### config.mk
export PLATFORM = sky130hd
export DESIGN_NAME = stim_vector_sequencer
export DESIGN_NICKNAME = d
export VERILOG_FILES = /design/src/rtl/stim_vector_sequencer.sv
export SDC_FILE = /design/constraint.sdc
export NUM_CORES = 1
export LEC_CHECK = 0
export ABC_AREA = 1
export ABC_CLOCK_PERIOD_IN_PS = 2900
export BUFFER_PORTS_ARGS = -buffer_cell sky130_fd_sc_hd__buf_4
export CORE_MARGIN = 2
export CORE_UTILIZATION = 58
export DETAILED_ROUTE_END_ITERATION = 8
export GPL_TIMING_DRIVEN = 0
export PLACE_DENSITY = 0.85
export SYNTH_ARGS = -nofsm -noshare
export SYNTH_HDL_FRONTEND = slang
export SYNTH_SLANG_ARGS = --single-unit
### constraint.sdc
create_clock -name clk -period 2.9 [get_ports clk]
set_clock_uncertainty 0.1 [all_clocks]
set_input_delay 0.725 -clock clk [delete_from_list [all_inputs] [get_ports clk]]
set_output_delay 0.725 -clock clk [all_outputs]
set_load 0.02 [all_outputs]
### src/rtl/stim_vector_sequencer.sv
// Stimulus sequencer: emits a bounded burst of Galois-LFSR data words paired with a
// wrapping index, with start/stall control, registered outputs and a one-cycle done pulse.
module stim_vector_sequencer #(
    parameter int unsigned        DATA_W    = 15,
    parameter int unsigned        IDX_W     = 4,
    parameter int unsigned        NUM_STEPS = 16,
    parameter int unsigned        IDX_LIMIT = 13,
    parameter logic [DATA_W-1:0]  SEED      = 15'h0001,
    parameter logic [DATA_W-1:0]  TAPS      = 15'h6000,
    parameter int unsigned        CNT_W     = 5
) (
    input  logic              clk,
    input  logic              rst_n,
    input  logic              start,
    input  logic              stall,
    output logic [DATA_W-1:0] data_out,
    output logic [IDX_W-1:0]  idx_out,
    output logic              valid,
    output logic              busy,
    output logic              done,
    output logic [CNT_W-1:0]  step_count
);

    typedef enum logic [1:0] {StIdle, StRun, StHold, StDone} state_e;

    // An all-zero seed would lock the LFSR at zero, so it is replaced by 1.
    localparam logic [DATA_W-1:0] SeedEff  = (SEED == '0) ? DATA_W'(1) : SEED;
    localparam logic [CNT_W-1:0]  LastStep = CNT_W'(NUM_STEPS);
    localparam logic [IDX_W-1:0]  IdxLast  = IDX_W'(IDX_LIMIT);

    state_e              state_q, state_d;
    logic [DATA_W-1:0]   data_q, data_d;
    logic [IDX_W-1:0]    idx_q, idx_d;
    logic [CNT_W-1:0]    cnt_q, cnt_d;
    logic                valid_q, valid_d;
    logic                done_q, done_d;

    logic [DATA_W-1:0]   lfsr_next;
    logic [IDX_W-1:0]    idx_next;

    assign lfsr_next = (data_q >> 1) ^ (data_q[0] ? TAPS : '0);
    assign idx_next  = (idx_q == IdxLast) ? '0 : idx_q + IDX_W'(1);

    always_comb begin
        state_d = state_q;
        data_d  = data_q;
        idx_d   = idx_q;
        cnt_d   = cnt_q;
        valid_d = 1'b0;
        done_d  = 1'b0;
        unique case (state_q)
            StIdle: begin
                if (start) begin
                    state_d = StRun;
                    data_d  = SeedEff;
                    idx_d   = '0;
                    cnt_d   = CNT_W'(1);
                    valid_d = 1'b1;
                end
            end
            StRun, StHold: begin
                // A stalled vector still counts as delivered; it is never re-presented.
                if (stall) begin
                    state_d = StHold;
                end else if (cnt_q == LastStep) begin
                    state_d = StDone;
                    done_d  = 1'b1;
                end else begin
                    state_d = StRun;
                    data_d  = lfsr_next;
                    idx_d   = idx_next;
                    cnt_d   = cnt_q + CNT_W'(1);
                    valid_d = 1'b1;
                end
            end
            StDone: begin
                state_d = StIdle;
            end
            default: begin
                state_d = StIdle;
            end
        endcase
    end

    always_ff @(posedge clk or negedge rst_n) begin
        if (!rst_n) begin
            state_q <= StIdle;
            data_q  <= '0;
            idx_q   <= '0;
            cnt_q   <= '0;
            valid_q <= 1'b0;
            done_q  <= 1'b0;
        end else begin
            state_q <= state_d;
            data_q  <= data_d;
            idx_q   <= idx_d;
            cnt_q   <= cnt_d;
            valid_q <= valid_d;
            done_q  <= done_d;
        end
    end

    assign data_out   = data_q;
    assign idx_out    = idx_q;
    assign valid      = valid_q;
    assign done       = done_q;
    assign step_count = cnt_q;
    assign busy       = (state_q != StIdle);

endmodule

==> results of run 1 <==
==> cells in the mapped netlist, drive strengths merged <==
cell / number / area [um^2]
a21oi: 3 / 15.0
buf: 3 / 51.3
clkinv: 1 / 3.75
dfrtp: 28 / 701
ha: 6 / 75.1
inv: 27 / 101
nand2: 38 / 193
nand3: 7 / 52.6
nand4: 1 / 6.26
nor2: 9 / 56.3
o21ai: 24 / 191
xnor2: 2 / 17.5
xor2: 3 / 26.3
==> power by group <==
group          total (W)  switching [W]  leakage (nW)  internal (W)
Combinational    0.00118       0.000710         0.497      0.000472
Sequential      0.000623       0.000125         0.374      0.000498
Clock           0.000254       0.000115        0.0279      0.000140
==> sequential cells by signal, summed over array words and instances, names as in the netlist <==
signal      flops
data_out       15
done            1
idx_out         4
state_q         2
step_count      5
valid           1
==> metal layers <==
layer	routed length [um]	GRT usage, %	vias up
met4	31	7.50	0
met2	1390	35.7	19
met3	81	2.46	4
met5	0	0	-
met1	1210	25.8	527
li1	-	-	539
==> worst max-delay path by stage <==
stage	endpoint	slack, ns	cells after the start
5_1_grt	busy	0.68	4
6_report	busy	0.73	4
4_1_cts	busy	0.72	4
3_5_place_dp	data_out[3]	1.08	9
3_3_place_gp	data_out[3]	1.12	9
2_1_floorplan	data_out[3]	1.27	8
==> kinds of logic after synthesis <==
group	after synthesis	share of synthesized area, %
xor gates and xnor gates	5	2.94
AOI/OAI and AO/OA	27	13.9
and+or+nand+nor	55	20.7
adders and majority gates	6	5.04
buffers and inverters	31	10.5
DFF	28	47.0
==> through the flow <==
step	cells	utilization (%)	worst slack, ns
final	216	73.5	0.731
after global routing	216	73.5	0.681
after CTS	216	73.5	0.719
after detailed placement	212	71.4	1.08
after global placement	212	71.4	1.12
after floorplan	152	-	1.27
==> area by class of cell <==
class | count | area (um^2) | share of cell area [%]
clock buffers | 3 | 22.5 | 1.25
clock inverters | 1 | 30.0 | 1.66
multi-input cells | 93 | 633 | 35.1
well taps | 30 | 37.5 | 2.08
repair buffers | 30 | 225 | 12.5
flip-flops and latches | 28 | 701 | 38.8
plain buffers | 3 | 51.3 | 2.84
inverters | 28 | 105 | 5.82
==> worst max-delay path: stages, from the launching register on <==
cell and delay [ns]:
dfrtp_1 0.44, inv_1 0.08, ha_1 0.27, inv_1 0.07, buf_4 0.16
==> qor.txt, run 1 <==
commonest cells after routing, fill and taps aside -> 30 x buf_4, 28 x dfrtp_1, 26 x inv_1
Yosys warnings -> 0
Routed Antenna Nets -> 0
Startpoint Class -> flip-flop
final-layout fill cell count -> 194
synth unique cells -> 22
CTS tree -> yes
Hold Crit Class -> in -> async
reg2reg end -> data_out[3]
Final setup viols -> 0
reg2reg path depth -> 9
Seq/Total Area, Yosys -> 47.0%
Post-Syn Area per Cell -> 9.80 um^2
num ports -> 31
Worst-Skew Late Latency -> 0.33 ns
Port Buf Inserts -> 30
first-pass GRT wire length -> 4400 um
hold buffer count at CTS -> 0
hpwl dp -> 2020 um
dpl cell area -> 1750 um^2
Final period util -> 74.8%
commonest non-fill, non-tap cell in the layout -> buf_4
maximum VDD drop -> 0.932 mV
Routed WL -> 2710 um
CTS H-tree depth -> 1
Iteration-0 DRC Markers -> 16
Rows -> 18
gpl congestion -> 0.771
Initial Util -> 60.7%
Max FO, Critical Path -> 4
Worst-Margin Slew -> 0.364 ns
crit path time final -> 2.17 ns
total global-route track usage -> 20.5%
setup bufs post-CTS -> 0
worst path arrival time -> 1.34 ns
Syn Inst Count -> 152
die area -> 2990 um^2
post-synthesis cell area -> 1490 um^2
hold_ws -> 0.181 ns
initial antenna violation count -> 0
CP required -> 2.08 ns
# resized after CTS -> 0
Critical Setup Path Class -> reg -> out
DR DRC count -> 0
die extent in y -> 54.7 um
Clock Pin Slew Worst Setup and Hold Paths -> 0.14 ns
Power, Total -> 0.00206 W
Hold Vio Cnt, Final -> 0
P_leak -> 0.899 nW
flop2flop setup slack -> 1.13 ns
# clock sinks -> 28
root buffer selected by CTS -> clkbuf_4
final slew viol count -> 0
Setup TNS Final -> 0 ns
Worst setup EP type -> output port
Final Cell Area -> 1810 um^2
P per Cell Area -> 1140 nW/um^2
area delta synth->final -> 21.2%
DR vias -> 1089
FMAX -> 461 MHz
Rel. slew slack -> 75.7%
largest net degree at the start of global routing -> 29
DR pass1 iterations -> 4
via count of the first global-routing pass -> 1007
WL/cell -> 12.5 um
ant diodes -> 0
MaxCap Viol Count -> 0
core area -> 2450 um^2
CTS buffer count -> 3
reg2reg start -> state_q[1]
layout cell share with drive strength beyond 1 -> 41.9%
total nets after synthesis -> 162
outcome -> complete, no violations
CTS Buffer Depth -> 2
CP Launch Point -> state_q[1]
die width -> 54.7 um
unrepaired setup endpoints after global routing -> false
gr ovfl total -> 0
Final nets -> 197
DR vias/cell -> 5.04
number of synthesized register bits -> 28
Note: power is estimated with default switching activity, not from simulation.
==> inputs of run 2 (changes only) <==
Settings changed: ABC_CLOCK_PERIOD_IN_PS 2900 to 2009, CORE_UTILIZATION 58 to 53, PLACE_DENSITY 0.85 to 0.79.
Clock period 2.9 ns to 2.01 ns, I/O delays scaled along.
==> qor.txt, run 2 (same netlist as run 1, synthesis figures left out) <==
outcome -> complete, no violations
MaxCap Viol Count -> 0
total global-route track usage -> 18.4%
hold_ws -> 0.248 ns
worst path arrival time -> 1.31 ns
maximum VDD drop -> 1.22 mV
FMAX -> 523 MHz
Comb pwr share -> 57.0%
initial antenna violation count -> 0
CP required -> 1.41 ns
CTS H-tree depth -> 1
P_leak -> 0.904 nW
internal power -> 0.00160 W
layout cell share with drive strength beyond 1 -> 41.7%
Final period util -> 95.2%
final-layout fill cell count -> 222
DR DRC count -> 0
via count of the first global-routing pass -> 1098
ant diodes -> 0
Port Buf Inserts -> 30
gr ovfl total -> 0
unrepaired setup endpoints after global routing -> false
core area -> 2710 um^2
Post-Place Cells -> 213
Routed Antenna Nets -> 0
CP most frequent cell -> inv_1
Worst setup EP type -> output port
Startpoint Class -> flip-flop
CP Launch Point -> state_q[0]
Worst-Margin Slew -> 0.354 ns
reg2reg end -> idx_out[3]
largest net degree at the start of global routing -> 29
Reg area -> 701 um^2
fin cells -> 218
Hold Path End -> done
gpl congestion -> 0.746
Rel. slew slack -> 76.4%
CTS buffer count -> 3
Worst-Skew Late Latency -> 0.33 ns
reg2reg start -> state_q[0]
reg2reg path depth -> 9
final slew viol count -> 0
Setup TNS Final -> 0 ns
DR top layer -> met4
switching share of power -> 45.9%
area delta synth->final -> 21.9%
Final nets -> 198
commonest non-fill, non-tap cell in the layout -> buf_4
CTS tree -> yes
Worst path slowest cell -> dfrtp_1
WL met1 -> 1230 um
sw power -> 0.00136 W
crit path time final -> 1.91 ns
critical path cell sequence -> inv_1 -> ha_1 -> inv_1 -> buf_4
sequential power share -> 30.5%
Iteration-0 DRC Markers -> 35
hpwl dp -> 1980 um
CTS Buffer Depth -> 2
Power, Total -> 0.00296 W
Final setup viols -> 0
area of the multi-input gates -> 633 um^2
Hold Startpoint -> stall
DR vias/cell -> 4.98
die area -> 3250 um^2
num ports -> 31
Hold Crit Class -> in -> reg
met2 routed WL -> 1360 um
Critical Setup Path Class -> reg -> out
met3 routed WL -> 100 um
clock share of power -> 12.6%
Max FO, Critical Path -> 4
first-pass GRT wire length -> 4820 um
Final Cell Area -> 1820 um^2
Routed WL -> 2710 um
crit-path max cell delay -> 0.41 ns
flop2flop setup slack -> 0.29 ns
commonest cells after routing, fill and taps aside -> 30 x buf_4, 28 x dfrtp_1, 26 x inv_1
DR vias -> 1085
root buffer selected by CTS -> clkbuf_4
# clock sinks -> 28
DR pass1 iterations -> 4
die extent in y -> 57.0 um
Clock Pin Slew Worst Setup and Hold Paths -> 0.15 ns
hold path depth -> 2
Rows -> 19
setup bufs post-CTS -> 0
max reg flops -> 15
P per Cell Area -> 1630 nW/um^2
WL/cell -> 12.4 um
die width -> 57.0 um
dpl cell area -> 1750 um^2
Hold Vio Cnt, Final -> 0
Initial Util -> 55.0%
# resized after CTS -> 0
==> run 2: cell types whose count changed in the layout (fill, tap and decap cells not counted) <==
| cell | before | now |
|---|---|---|
| dlygate4sd3_1 | 0 | 1 |
==> run 2: metal layers <==
layer	GRT usage, %	vias to the layer above
li1	-	541
met3	2.49	4
met5	0	-
met1	24.7	517
met4	4.32	0
met2	31.7	23
==> run 2: what timing repair did <==
item                       4_1_cts  5_1_grt
setup endpoints to repair        0        0
hold buffers                     1        0
hold endpoints to repair        28        0
==> run 2: how the worst max path moves through the flow <==
stage | to | depth (start not counted)
6_report | busy | 4
5_1_grt | busy | 4
4_1_cts | busy | 4
3_5_place_dp | data_out[5] | 9
3_3_place_gp | data_out[3] | 9
2_1_floorplan | data_out[3] | 9
==> run 2: cell type report <==
type                    count  share of cell area [%]
well taps                  31                    2.13
inverters                  28                    5.79
multi-input cells          93                    34.8
plain buffers               3                    2.82
flip-flops and latches     28                    38.6
repair buffers             31                    12.9
clock inverters             1                    1.65
clock buffers               3                    1.24
==> run 2: worst max-delay path, delay by kind of cell (launching register included) <==
family / cells / cell delay [ns]
adders and majority gates: 1 / 0.28
buffers and inverters: 3 / 0.30
DFF: 1 / 0.41
==> run 2: power by group through the flow <==
stage	Combinational (W)	Sequential [W]	Clock, W
2_1_floorplan	0.00111	0.00104	0
3_3_place_gp	0.00166	0.000895	0
3_5_place_dp	0.00170	0.000910	0
4_1_cts	0.00171	0.000900	0.000380
5_1_grt	0.00184	0.000932	0.000399
6_report	0.00168	0.000901	0.000372
==> run 2: per-stage QoR <==
step | worst slack [ns] | utilization (%)
2_1_floorplan | 0.394 | -
3_3_place_gp | 0.323 | 64.7
3_5_place_dp | 0.281 | 64.7
4_1_cts | 0.0842 | 67.0
5_1_grt | 0.0121 | 67.0
6_report | 0.0965 | 67.0
==> inputs of run 3 (changes only) <==
Settings changed: CORE_UTILIZATION 53 to 56, CTS_BUF_LIST set to sky130_fd_sc_hd__clkbuf_8, PLACE_DENSITY 0.79 to 0.82.
==> qor.txt, run 3 (same netlist as run 1, synthesis figures left out) <==
outcome -> complete, no violations
hpwl dp -> 1960 um
# resized after CTS -> 0
area delta synth->final -> 20.4%
initial antenna violation count -> 0
Post-Place Cells -> 212
P per Cell Area -> 1600 nW/um^2
ant diodes -> 0
CTS buffer count -> 3
largest net degree at the start of global routing -> 29
Comb pwr share -> 58.6%
DR DRC count -> 0
total global-route track usage -> 18.5%
Max FO, Critical Path -> 4
DR vias -> 1062
first-pass GRT wire length -> 4570 um
gr ovfl total -> 0
Rows -> 18
die area -> 3090 um^2
Setup TNS Final -> 0 ns
Critical Setup Path Class -> reg -> out
root buffer selected by CTS -> clkbuf_8
final slew viol count -> 0
clock share of power -> 10.2%
layout cell share with drive strength beyond 1 -> 41.6%
Rel. slew slack -> 76.2%
crit path time final -> 1.83 ns
hold_ws -> 0.0333 ns
Worst-Margin Slew -> 0.358 ns
Port Buf Inserts -> 30
switching share of power -> 46.4%
Worst setup EP type -> output port
Startpoint Class -> flip-flop
Final period util -> 91.2%
num ports -> 31
P_leak -> 0.893 nW
commonest cells after routing, fill and taps aside -> 30 x buf_4, 28 x dfrtp_1, 26 x inv_1
final setup margin -> 0.177 ns
setup bufs post-CTS -> 0
MaxCap Viol Count -> 0
sw power -> 0.00133 W
CTS tree -> yes
DP Worst Slack -> 0.282 ns
WL/cell -> 11.9 um
reg2reg start -> state_q[0]
max reg flops -> 15
CTS Buffer Depth -> 2
fin cells -> 215
unrepaired setup endpoints after global routing -> false
Clock Pin Slew Worst Setup and Hold Paths -> 0.09 ns
Initial Util -> 59.6%
reg2reg path depth -> 9
Hold Vio Cnt, Final -> 0
via count of the first global-routing pass -> 1016
core area -> 2500 um^2
Final nets -> 197
die width -> 55.6 um
Worst-Skew Late Latency -> 0.27 ns
Routed WL -> 2550 um
maximum VDD drop -> 1.33 mV
gpl congestion -> 0.727
internal power -> 0.00153 W
CP required -> 1.41 ns
sequential power share -> 31.2%
hold buffer count at CTS -> 0
die extent in y -> 55.6 um
Hold Crit Class -> in -> async
Iteration-0 DRC Markers -> 41
# clock sinks -> 28
CTS H-tree depth -> 1
flop2flop setup slack -> 0.26 ns
Final setup viols -> 0
DR vias/cell -> 4.94
reg2reg end -> data_out[5]
worst path arrival time -> 1.23 ns
Routed Antenna Nets -> 0
DR pass1 iterations -> 4
FMAX -> 546 MHz
commonest non-fill, non-tap cell in the layout -> buf_4
-- run 3: cell types whose count changed in the layout (fill, tap and decap cells not counted) --
cell / before / now
dlygate4sd3_1: 1 / 0
clkbuf_8: 0 / 3
clkbuf_4: 3 / 0
bufinv_16: 1 / 0
-- run 3: stage by stage --
stage               instance area, um^2  utilization [%]  total power, W
floorplan                          1490                -         0.00215
global placement                   1750             70.1         0.00254
detailed placement                 1750             70.1         0.00260
CTS                                1790             71.8         0.00290
global route                       1790             71.8         0.00308
finish                             1790             71.8         0.00286
-- run 3: worst max-delay path by stage --
stage | to | from | depth (start not counted)
6_report | busy | state_q[0] | 4
5_1_grt | busy | state_q[0] | 4
4_1_cts | busy | state_q[0] | 4
3_5_place_dp | data_out[6] | state_q[0] | 9
3_3_place_gp | data_out[5] | state_q[0] | 9
2_1_floorplan | data_out[3] | step_count[0] | 9
-- run 3: final cells by class --
type / instances / area (um^2)
flip-flops and latches: 28 / 701
inverters: 28 / 105
fillers: 203 / 706
repair buffers: 30 / 225
clock buffers: 3 / 41.3
plain buffers: 3 / 51.3
well taps: 30 / 37.5
multi-input cells: 93 / 633
-- run 3: worst max-delay path, cell delays in order (launching register included) --
cell and delay [ns]:
dfrtp_1 0.40, inv_1 0.08, ha_1 0.26, inv_1 0.07, buf_4 0.16
-- run 3: per-layer routing --
layer	vias up	global-route usage, %	wire (um)
li1	537	-	-
met1	500	22.9	1100
met2	21	32.3	1310
met3	4	5.58	127
met4	0	3.14	17
met5	-	0	0
-- run 3: power by group through the flow --
stage          registers [W]  logic, W  clock network [W]
6_report            0.000892   0.00168           0.000293
2_1_floorplan        0.00104   0.00111                  0
3_5_place_dp        0.000903   0.00170                  0
4_1_cts             0.000893   0.00170           0.000307
5_1_grt             0.000917   0.00184           0.000329
3_3_place_gp        0.000892   0.00165                  0
